===== src/rtl/player_input_conditioner_pkg.sv =====
// Shared button bit-index constants for the player input path and the game core.
// Also holds the debounce counter width helper.
package input_pkg;
   localparam int NUM_BTNS   = 7;
   localparam int BTN_CENTER = 0;
   localparam int BTN_LEFT   = 1;
   localparam int BTN_RIGHT  = 2;
   localparam int BTN_UP     = 3;
   localparam int BTN_DOWN   = 4;
   localparam int BTN_ATTACK = 5;
   localparam int BTN_SHIELD = 6;

   function automatic int cnt_width(input int cycles);
      return (cycles <= 1) ? 1 : $clog2(cycles);
   endfunction
endpackage


===== src/rtl/player_input_conditioner_if.sv =====
// Button bus between the raw input pins and the game core.
// The master side drives raw levels; the slave side is the conditioner.
interface player_input_conditioner_if;
   logic [input_pkg::NUM_BTNS-1:0] raw_btns;
   logic [input_pkg::NUM_BTNS-1:0] player_inputs;
   logic                           any_press;

   modport master (output raw_btns, input player_inputs, input any_press);
   modport slave  (input raw_btns, output player_inputs, output any_press);
endinterface


===== src/rtl/player_input_conditioner_debounce_cell.sv =====
// One button lane: two-flop synchroniser followed by a consecutive-cycle debounce counter.
// Any single cycle of agreement with the stable level clears the count.
module debounce_cell
   import input_pkg::*;
#(
   parameter int DEBOUNCE_CYCLES = 1_000_000
) (
   input  logic clk,
   input  logic reset,
   input  logic raw,
   output logic stable
);
   localparam int CNT_W = cnt_width(DEBOUNCE_CYCLES);
   localparam logic [CNT_W-1:0] CNT_MAX = CNT_W'(DEBOUNCE_CYCLES - 1);

   logic             sync1;
   logic             sync2;
   logic [CNT_W-1:0] cnt;

   always_ff @(posedge clk or posedge reset) begin
      if (reset) begin
         sync1  <= 1'b0;
         sync2  <= 1'b0;
         stable <= 1'b0;
         cnt    <= '0;
      end else begin
         sync1 <= raw;
         sync2 <= sync1;
         if (sync2 == stable) begin
            cnt <= '0;
         end else if (cnt == CNT_MAX) begin
            stable <= sync2;
            cnt    <= '0;
         end else begin
            cnt <= cnt + CNT_W'(1);
         end
      end
   end
endmodule


===== src/rtl/player_input_conditioner.sv =====
// Per-player button conditioner: debounced lanes, direction/attack conflict resolution, any-press strobe.
// Define INPUT_ATTACK_ONESHOT_EN to turn the attack output into a single pulse per debounced press.
module player_input_conditioner
   import input_pkg::*;
#(
   parameter int DEBOUNCE_CYCLES = 1_000_000
) (
   input logic                       clk,
   input logic                       reset,
   player_input_conditioner_if.slave bus
);
   logic [NUM_BTNS-1:0] stable;
   logic [NUM_BTNS-1:0] stable_d;
   logic [NUM_BTNS-1:0] resolved;
   logic [NUM_BTNS-1:0] rose;

   for (genvar i = 0; i < NUM_BTNS; i++) begin : g_lane
      debounce_cell #(
         .DEBOUNCE_CYCLES(DEBOUNCE_CYCLES)
      ) u_cell (
         .clk    (clk),
         .reset  (reset),
         .raw    (bus.raw_btns[i]),
         .stable (stable[i])
      );
   end

   assign rose = stable & ~stable_d;

   always_comb begin
      resolved             = stable;
      resolved[BTN_CENTER] = stable[BTN_CENTER];
      if (stable[BTN_LEFT] && stable[BTN_RIGHT]) begin
         resolved[BTN_LEFT]  = 1'b0;
         resolved[BTN_RIGHT] = 1'b0;
      end
      if (stable[BTN_UP] && stable[BTN_DOWN]) begin
         resolved[BTN_UP]   = 1'b0;
         resolved[BTN_DOWN] = 1'b0;
      end
`ifdef INPUT_ATTACK_ONESHOT_EN
      // Only the attack rise itself counts; shield release never re-arms a pulse.
      resolved[BTN_ATTACK] = rose[BTN_ATTACK] & ~stable[BTN_SHIELD];
`else
      resolved[BTN_ATTACK] = stable[BTN_ATTACK] & ~stable[BTN_SHIELD];
`endif
   end

   always_ff @(posedge clk or posedge reset) begin
      if (reset) begin
         stable_d          <= '0;
         bus.player_inputs <= '0;
         bus.any_press     <= 1'b0;
      end else begin
         stable_d          <= stable;
         bus.player_inputs <= resolved;
         bus.any_press     <= |rose;
      end
   end
endmodule

===== src/flat_wrapper.sv =====
// flat-port wrapper written by rule: the top's interface ports become plain ports
module player_input_conditioner_flat import input_pkg::*;
#(
   parameter int DEBOUNCE_CYCLES = 1_000_000
)
  (clk, reset, bus_raw_btns, bus_player_inputs, bus_any_press);
  player_input_conditioner_if bus_i ();
  input logic clk;
  input logic reset;
  input wire logic [$bits(bus_i.raw_btns)-1:0] bus_raw_btns;
  output wire logic [$bits(bus_i.player_inputs)-1:0] bus_player_inputs;
  output wire logic [$bits(bus_i.any_press)-1:0] bus_any_press;
  assign bus_i.raw_btns = bus_raw_btns;
  assign bus_player_inputs = bus_i.player_inputs;
  assign bus_any_press = bus_i.any_press;
  player_input_conditioner #(.DEBOUNCE_CYCLES(DEBOUNCE_CYCLES)) u_core (.clk(clk), .reset(reset), .bus(bus_i));
endmodule

===== config.mk =====
export PLATFORM = sky130hd
export DESIGN_NAME = player_input_conditioner_flat
export DESIGN_NICKNAME = d
export VERILOG_FILES = /design/src/rtl/player_input_conditioner_pkg.sv /design/src/rtl/player_input_conditioner_if.sv /design/src/rtl/player_input_conditioner_debounce_cell.sv /design/src/rtl/player_input_conditioner.sv /design/src/flat_wrapper.sv
export SDC_FILE = /design/constraint.sdc
export NUM_CORES = 1
export LEC_CHECK = 0
export CAP_MARGIN = 20
export CELL_PAD_IN_SITES_DETAIL_PLACEMENT = 1
export CELL_PAD_IN_SITES_GLOBAL_PLACEMENT = 2
export CORE_MARGIN = 2
export CORE_UTILIZATION = 44
export DETAILED_ROUTE_END_ITERATION = 8
export GPL_TIMING_DRIVEN = 0
export HOLD_SLACK_MARGIN = 0.12
export PLACE_DENSITY = 0.81
export SKIP_LAST_GASP = 1
export SLEW_MARGIN = 15
export SYNTH_ARGS = -nofsm -noshare
export SYNTH_HDL_FRONTEND = slang
export SYNTH_SLANG_ARGS = --single-unit
export TNS_END_PERCENT = 50

===== constraint.sdc =====
create_clock -name clk -period 15.4 [get_ports clk]
set_clock_uncertainty 0.05 [all_clocks]
set_input_delay 3.85 -clock clk [delete_from_list [all_inputs] [get_ports clk]]
set_output_delay 3.85 -clock clk [all_outputs]
set_load 0.02 [all_outputs]

==> reports/results.ini <==
[status]
status=finished clean

[synth]
synth_compound_area_frac=0.05332
yosys-top-cells-count=dfrtp_1 (174), nor2_1 (127), xnor2_1 (69)
synth_xor_area_frac=0.1150
synth_top_area_cell=dfrtp_1
synthAdderAreaFrac=0.01085
yosysSeqAreaShare=0.5394
synthCells=784
yosys.area_share.simple=0.2415
synth_top_area_share=0.5394
syn_nets=800
synthTopCellsByArea=dfrtp_1 (54%), xnor2_1 (7.5%), nor2_1 (5.9%), xor2_1 (4.0%), nand4_1 (3.0%)
ys_ff_latch=174
synth_top_family_by_area=simple AND/OR/NAND/NOR gates
netlist-cell-type-count=41
synth-edff-count=0
synth-async-reset-ratio=1.000
ys.flop_type=dfrtp_1
yosys_warnings=0
syn_area_per_cell_sq_um=10.30
yosysMostFrequentCell=dfrtp_1
syn-cell-area_sq_um=8073
synth.area.mux_share=0.01224

[critical_path]
cp-end-kind=output pin
cp.arrival_ns=1.47
r2r-start=u_core.g_lane[2].u_cell.cnt[0]
crit_slowest_cell=clkdlybuf4s50_1
crit_family=buffers and inverters
start_kind=flip-flop
crit_path_max_fanout=2
crit_type=reg -> out
crit_path_cell_trace=buf_4 > clkdlybuf4s50_1
crit_start=u_core.bus.player_inputs[0]
critPathBufInv=2
slowest_delay_ns=0.58
required_ns=11.50

[clocking]
cts.repair.resized=0
h-tree-depth=4
clockRootBuffer=clkbuf_16
insertion_delay_ns=0.43
cts_made_buffers=17
cts_tree=done
cts_max_path_buffers=2
cts_setup_buffers=0
cts_hold_buf=0
cts.sinks=174
cts.clk_slew.worst_paths_ns=0.06

[sta]
worst_slew_pin_slew_ns=0.7523
slew_headroom=0.4938
max_freq_ghz=0.1861
timing.hold.ws_ns=0.3018
period_needed_ns=5.373
period_share=0.3489
slew_viol_final=0
setup_tns_ns=0
hold_viol_final=0
setup_violations=0
rsz0062_at_grt=false

[cells_and_area]
nNetsFinal=836
diodes=0
drive_gt1_frac=0.08173
areaGrowthSynthToFinish_pct=13.07
final_cells=1061

[global_route]
grt_pass1_vias=6327
grtUsageTotal=0.1892
grt_pass1_wl_mm=30.30
grt_max_degree=94
overflow=0
antenna_found_initial=0

[die]
coreArea_sq_um=17960
core.rowCount=49
fp.dieW_um=139.5
io_pins=17
die_y_um=139.5
dieArea_sq_um=19450
start_util=0.4494

[place]
place_inst=1030
portBuffers=16
globalplace.congestion=0.7642
hpwl_mm=11.80

[routing]
viasPerCell=5.545
firstDrtPassIters=4
routed_wl_mm=17.22
final_antenna_net_count=0
first_iter_violations=183
drc=0
wl_per_cell_um=16.23
vias=5883

[pwr]
power.density_nw_per_um2=100.9
peakVddDrop_mv=0.07962
power_leakage_uw=0.003642

[flow_run]
cap_violations=0

[min_path]
hp-start=u_core.g_lane[6].u_cell.sync1
hold_path_class=reg -> reg

placed cells by master, fill, tap and decap left out, types with 5 or more instances in the layout:
cell type | synthesis | routed
a31o_2 | 5 | 5
clkbuf_1 | 8 | 9
nor4_1 | 30 | 30
or4_1 | 11 | 11
clkdlybuf4s50_1 | 0 | 16
clkbuf_16 | 0 | 17
nor2_1 | 127 | 127
nand3_1 | 37 | 37
dfrtp_1 | 174 | 174
nor3_1 | 31 | 31
nand4_1 | 39 | 39
ha_1 | 7 | 7
and3_1 | 5 | 5
mux2_2 | 7 | 7
clkinv_2 | 0 | 5
a21oi_1 | 25 | 25
inv_1 | 38 | 37
and4_1 | 10 | 10
o21ai_0 | 16 | 16
xnor2_1 | 69 | 69
xor2_1 | 37 | 37
and2_1 | 6 | 6
or3_1 | 13 | 13
o31ai_1 | 7 | 7
nand2_1 | 37 | 37
logic make-up after synthesis:
family          after synthesis
simple gates                373
flops                       174
xor+xnor                    106
compound gates               62
buf+inv                      53
mux                           9
fa+ha+maj                     7
routing by layer:
layer / GRT usage / wire length, um / vias to the layer above
met3: 0.04061 / 362 / 13
met4: 0.05369 / 184 / 0
li1: - / - / 2820
met2: 0.3289 / 8772 / 46
met5: 0 / 0 / -
met1: 0.2389 / 7897 / 3004
path summary, 6_finish.rpt:
kind                                                   end  slack [ns]  cells after the start
max                                   bus_player_inputs[0]       10.03                      2
min                          u_core.g_lane[6].u_cell.sync2        0.30                      0
max reg2reg                u_core.g_lane[2].u_cell.cnt[15]       12.98                      6
min reg2reg                  u_core.g_lane[6].u_cell.sync2        0.30                      0
max in group asynchronous   u_core.g_lane[6].u_cell.cnt[4]       10.63                      3
min in group asynchronous    u_core.g_lane[2].u_cell.sync1        3.83                      2
worst reg2reg max path, stage by stage, from the launching register on:
cell and delay [ns]:
dfrtp_1 0.42, ha_1 0.22, nand3_1 0.28, or2_2 0.45, o31ai_4 0.49, buf_2 0.32
nor2_1 0.07
area by class of cell:
| cell class | count | area [sq um] |
|---|---|---|
| Clock inverter | 11 | 116.4 |
| Timing Repair Buffer | 17 | 187.7 |
| Inverter | 38 | 150.1 |
| Clock buffer | 20 | 456.7 |
| Tap cell | 229 | 286.5 |
| Multi-Input combinational cell | 557 | 3495 |
| Fill cell | 2006 | 8836 |
| Buffer | 15 | 81.33 |
| Sequential cell | 174 | 4354 |
through the flow:
step	instance area, sq um	power (uW)	setup slack (ns)	utilization
floorplan	8073	496.3	6.783	-
detailed placement	8554	508.4	10.07	0.4762
global placement	8519	505.3	4.511	0.4743
global route	9128	958.8	9.973	0.5081
CTS	9128	936.0	9.999	0.5081
finish	9128	920.8	10.03	0.5081
report_power, final:
group / leakage, uW / internal, uW / switching (uW)
logic: 0.000982 / 9.07 / 20.2
registers: 0.00238 / 463 / 6.18
clock network: 0.000278 / 245 / 176
registers in the layout, summed over array words and instances, names as in the netlist:
| name | cells |
|---|---|
| u_core.g_lane.u_cell.sync1 | 7 |
| u_core.bus.any_press | 1 |
| u_core.stable_d | 5 |
| u_core.g_lane.u_cell.sync2 | 7 |
| u_core.g_lane.u_cell.cnt | 140 |
| u_core.bus.player_inputs | 7 |
| u_core.g_lane.u_cell.stable | 7 |
(Power assumes the default switching activity.)
==> edit 1: new RTL, config.mk and constraints unchanged <==
Add a define of `INPUT_ATTACK_ONESHOT_EN`.
--- a/src/rtl/player_input_conditioner.sv
+++ b/src/rtl/player_input_conditioner.sv
@@ -1,5 +1,7 @@
 // Per-player button conditioner: debounced lanes, direction/attack conflict resolution, any-press strobe.
 // Define INPUT_ATTACK_ONESHOT_EN to turn the attack output into a single pulse per debounced press.
+`define INPUT_ATTACK_ONESHOT_EN
+
 module player_input_conditioner
    import input_pkg::*;
 #(
Function: no difference found for any inputs over 10 cycles, from zero or initial values and one cycle with reset high; that may be too few to reach the edited logic, so the function may still have changed.
==> edit 1 against the unedited design <==
Worst setup slack lost 32 ps. Worst hold slack gained 1.7 ps. Global-route usage up 0.84 points. Sequential cell count stayed put. Area after synthesis rose by 0.48%. Sequential power hardly changed. Register-to-register slack worse by 60 ps. Final area up 0.92%. Wire length increased by 4.0%. Critical path depth unchanged. Power up 3.0%.
==> edit 1: results (changes against the unedited design) <==
CTS Buf Count 17 (unchanged); routability congestion estimate 0.766 (+0.18%); wire per inst 16.7 µm (+2.7%); drt pass-1 iters 4 (unchanged); drt via density 5.64 (+1.6%); CTS clock-pin slew for the worst setup and hold paths 70 ps; Commonest cells post-synth 174 x dfrtp_1, 119 x nor2_1, 60 x xnor2_1; n_diodes 0 (unchanged); first-pass GRT wire length 31900 µm (+5.1%); Yosys cell types 41 (unchanged); fin nets 848 (+1.4%); sequential area share after synthesis 53.7% (-0.26 points); worst hold path type flip-flop to flip-flop; r2r setup slk 12920 ps (-60 ps); Final WS setup 10000 ps (-31.8 ps); CTS H-tree depth 4 (unchanged); Synth area leaders dfrtp_1 54%, xnor2_1 6.5%, nor2_1 5.5%, xor2_1 4.3%, nand4_1 3.4%; R2R depth 6 (unchanged); share of cells above drive strength 1 7.46% (-0.72 points); Post-Syn Nets 812 (+1.5%); worst hold start u_core.g_lane[3].u_cell.sync1; FFs w/ async S/R, synth 100% (unchanged); max FFs per register 140 (unchanged); largest net degree at the start of global routing 102 (+8.5%); post-DP HPWL 12200 µm (+3.3%); leakage power 3.68 nW (+1.2%); XOR/XNOR Fraction of Synth Area 10.8% (-0.70 points); largest reg by FF count u_core.g_lane.u_cell.cnt; reg2reg start u_core.g_lane[2].u_cell.cnt[0]; mux contribution to synthesized area 0.972% (-0.25 points); WHS Endpoint u_core.g_lane[3].u_cell.sync2; Port Buffers 16 (unchanged); R2R Path End u_core.g_lane[2].u_cell.cnt[11]; critical path peak fanout 2 (unchanged); share of the synthesized area in the top cell type 53.7% (-0.26 points); gr usage total 19.8% (+0.84 points); status completed; main flop type after synthesis dfrtp_1; CP Launch Point u_core.bus.player_inputs[6]; VDD IR max 0.0751 mV (-5.6%); Arrival @ worst endpoint 1500 ps (+30 ps); antenna violations before repair 0 (unchanged); Slew @ Worst Pin 741 ps (-11.4 ps); fill cell count 2029 (+1.1%); Clock Path Buffers 2 (unchanged); vias in the first global route 6561 (+3.7%); post-synthesis compound-gate area fraction 6.11% (+0.78 points); Iter 0 DRT Violations 232 (+27%); Worst-Skew Late Latency 430 ps (about the same); Synth Area in Adders 1.08% (-0.0052 points)
edit 1: logic make-up after synthesis:
logic type               count (synthesis)
AO/OA/AOI/OAI                           76
XOR/XNOR                               100
adder cells (fa/ha/maj)                  7
buffers and inverters                   54
flip-flops                             174
multiplexers                             7
AND/OR/NAND/NOR                        378
edit 1: power breakdown:
part / switching (mW) / total, mW / internal [mW]
combinational: 0.0209 / 0.0300 / 0.00905
clock: 0.184 / 0.449 / 0.265
sequential: 0.00640 / 0.470 / 0.463
total: 0.211 / 0.949 / 0.737
edit 1: layout make-up:
class                           instances  area (µm²)  share of cell area [%]
Tap cell                              229         287                    3.11
Sequential cell                       174        4350                    47.3
Buffer                                 19        92.6                    1.01
Inverter                               35         139                    1.51
Clock buffer                           20         457                    4.96
Multi-Input combinational cell        568        3530                    38.4
Clock inverter                         12         161                    1.75
Timing Repair Buffer                   17         188                    2.04
edit 1: how the worst max path moves through the flow:
stage	endpoint
after global routing	bus_player_inputs[6]
after detailed placement	u_core.g_lane[2].u_cell.cnt[10]
after floorplan	u_core.bus.any_press
final	bus_player_inputs[6]
after global placement	u_core.g_lane[2].u_cell.cnt[10]
after CTS	bus_player_inputs[6]
edit 1: metrics by stage:
stage / instances / power, mW / hold WS, ps / cell area (µm²) / util (%)
floorplan: 796 / 0.497 / 281 / 8110 / -
global placement: 1041 / 0.506 / 284 / 8560 / 47.5
detailed placement: 1042 / 0.510 / 287 / 8590 / 47.7
CTS: 1074 / 0.962 / 308 / 9210 / 51.1
global route: 1074 / 0.986 / 315 / 9210 / 51.1
finish: 1074 / 0.949 / 303 / 9210 / 51.1
edit 1: critical path, cell delays in order (launching register included):
cell	delay, ps
dfrtp_1	370
buf_4	110
clkdlybuf4s50_1	590
edit 1: metal layers:
| layer | vias up | global-route usage (%) | part of all wire (%) |
|---|---|---|---|
| met5 | - | 0 | 0 |
| met2 | 50 | 34.4 | 52 |
| met3 | 10 | 3.85 | 1.9 |
| li1 | 2888 | - | - |
| met1 | 3105 | 25.2 | 45 |
| met4 | 0 | 5.42 | 0.92 |
==> edit 2: new RTL, same settings <==
Without the edit above. Make the reset (`reset`) synchronous in 2 clocked blocks.
--- a/src/rtl/player_input_conditioner_debounce_cell.sv
+++ b/src/rtl/player_input_conditioner_debounce_cell.sv
@@ -17,7 +17,7 @@
    logic             sync2;
    logic [CNT_W-1:0] cnt;
 
-   always_ff @(posedge clk or posedge reset) begin
+   always_ff @(posedge clk) begin
       if (reset) begin
          sync1  <= 1'b0;
          sync2  <= 1'b0;
--- a/src/rtl/player_input_conditioner.sv
+++ b/src/rtl/player_input_conditioner.sv
@@ -46,7 +46,7 @@
 `endif
    end
 
-   always_ff @(posedge clk or posedge reset) begin
+   always_ff @(posedge clk) begin
       if (reset) begin
          stable_d          <= '0;
          bus.player_inputs <= '0;
Function: same outputs for any inputs over 10 cycles, from zero or initial values and one cycle with reset high; that may be too few to reach the edited logic, so the function may still have changed.
==> edit 2 against the unedited design <==
Worst setup slack gained 4.8 ps. Area after synthesis is 7.9% lower. Final area decreased by 7.0%. Sequential cell count stayed put. Via count up 1.9%. Synthesized cell count grew 7.8%. Final cell count is 4.9% higher. Highest routed layer unchanged. Wire length fell by 4.7%. Count of clock-buffer cells in the layout shrank 1.
Power is not compared: it rests on default switching activity, and its combinational part moved more than twofold at a synthesized area within 25%.
==> edit 2: results (changes against the unedited design) <==
fill cell count 1894 (-5.6%); post-DP HPWL 11800 µm (-0.31%); FFs w/ async S/R, synth 0% (-100 points); mux contribution to synthesized area 0% (-1.2 points); Commonest cells post-synth 174 x dfxtp_1, 102 x nor2_1, 54 x a21oi_1; WHS Endpoint u_core.g_lane[2].u_cell.sync2; routability congestion estimate 0.742 (-2.9%); reg2reg start u_core.g_lane[1].u_cell.cnt[3]; Iter 0 DRT Violations 152 (-17%); Post-Syn Nets 861 (+7.6%); Synth Area in Adders 1.18% (+0.093 points); first-pass GRT wire length 28300 µm (-6.5%); final wirelength 16400 µm (-4.7%); r2r setup slk 12950 ps (-30 ps); worst hold path depth 1 (+1); XOR/XNOR Fraction of Synth Area 9.89% (-1.6 points); worst hold start u_core.g_lane[2].u_cell.sync1; post-synthesis compound-gate area fraction 9.69% (+4.4 points); share of cells above drive strength 1 7.05% (-1.1 points); Synth area leaders dfxtp_1 47%, xnor2_1 6.0%, nor2_1 5.1%, xor2_1 3.9%, a21oi_1 3.6%; Area after DPL 7870 µm² (-8.0%); DP Worst Slack 9670 ps (-405 ps); Slew @ Worst Pin 811 ps (+58.8 ps); sequential area share after synthesis 46.8% (-7.1 points); via count 5997 (+1.9%); R2R Path End u_core.g_lane[1].u_cell.cnt[10]; status completed; vias in the first global route 6165 (-2.6%)
[edit 2: cell count changes in the layout (fill, tap and decap cells not counted), moves of 10 or more]
cell | before | now
nor2_1 | 127 | 102
nor2b_1 | 3 | 21
a21oi_1 | 25 | 54
nor4_1 | 30 | 9
or4_1 | 11 | 29
dfrtp_1 | 174 | 0
xnor2_1 | 69 | 51
o31ai_1 | 7 | 19
nor3_1 | 31 | 21
nand4_1 | 39 | 21
nand3_1 | 37 | 48
or3_1 | 13 | 38
o21ai_0 | 16 | 34
dfxtp_1 | 0 | 174
[edit 2: logic make-up after synthesis]
group / after synthesis
buf+inv: 70
simple gates: 387
flops: 174
xor+xnor: 84
fa+ha+maj: 7
compound gates: 123
[edit 2: metal layers]
metal	vias to the layer above	share of wire, %	track usage (%)
li1	3035	-	-
met1	2913	48	23.7
met2	36	49	33.5
met3	13	1.7	3.63
met4	0	1.3	6.32
met5	-	0	0
[edit 2: critical path, delay by kind of cell (launching register included)]
| kind | cells | cell delay [ps] |
|---|---|---|
| buffers and inverters | 2 | 710 |
| flip-flops | 1 | 340 |
[edit 2: how the worst max path moves through the flow]
stage	cells after the start	endpoint	from	slack [ps]
after floorplan	3	u_core.g_lane[1].u_cell.stable	reset	10680
after global placement	4	u_core.bus.player_inputs[2]	reset	9640
after detailed placement	4	u_core.bus.player_inputs[2]	reset	9670
after CTS	2	bus_player_inputs[6]	u_core.stable_d[6]	10000
after global routing	2	bus_player_inputs[0]	u_core.stable_d[0]	9970
final	2	bus_player_inputs[6]	u_core.stable_d[6]	10030
[edit 2: power breakdown]
part | leakage, nW | switching (mW) | internal [mW]
clock network | 0.284 | 0.182 | 0.264
logic | 0.781 | 0.00703 | 0.00479
registers | 1.40 | 0.00126 | 0.452
[edit 2: cell type report]
| type | instances | area share (%) |
|---|---|---|
| Tap cell | 220 | 3.24 |
| Multi-Input combinational cell | 601 | 43.1 |
| Clock inverter | 13 | 1.92 |
| Buffer | 31 | 1.72 |
| Sequential cell | 174 | 41.0 |
| Clock buffer | 19 | 5.34 |
| Timing Repair Buffer | 16 | 1.89 |
| Inverter | 39 | 1.72 |
[edit 2: through the flow]
stage	total power, mW	hold slack [ps]	std cells	utilization [%]
2_1_floorplan	0.470	364	845	-
3_3_place_gp	0.475	368	1081	47.6
3_5_place_dp	0.476	381	1081	47.6
4_1_cts	0.922	397	1113	51.4
5_1_grt	0.943	404	1113	51.4
6_report	0.911	389	1113	51.4
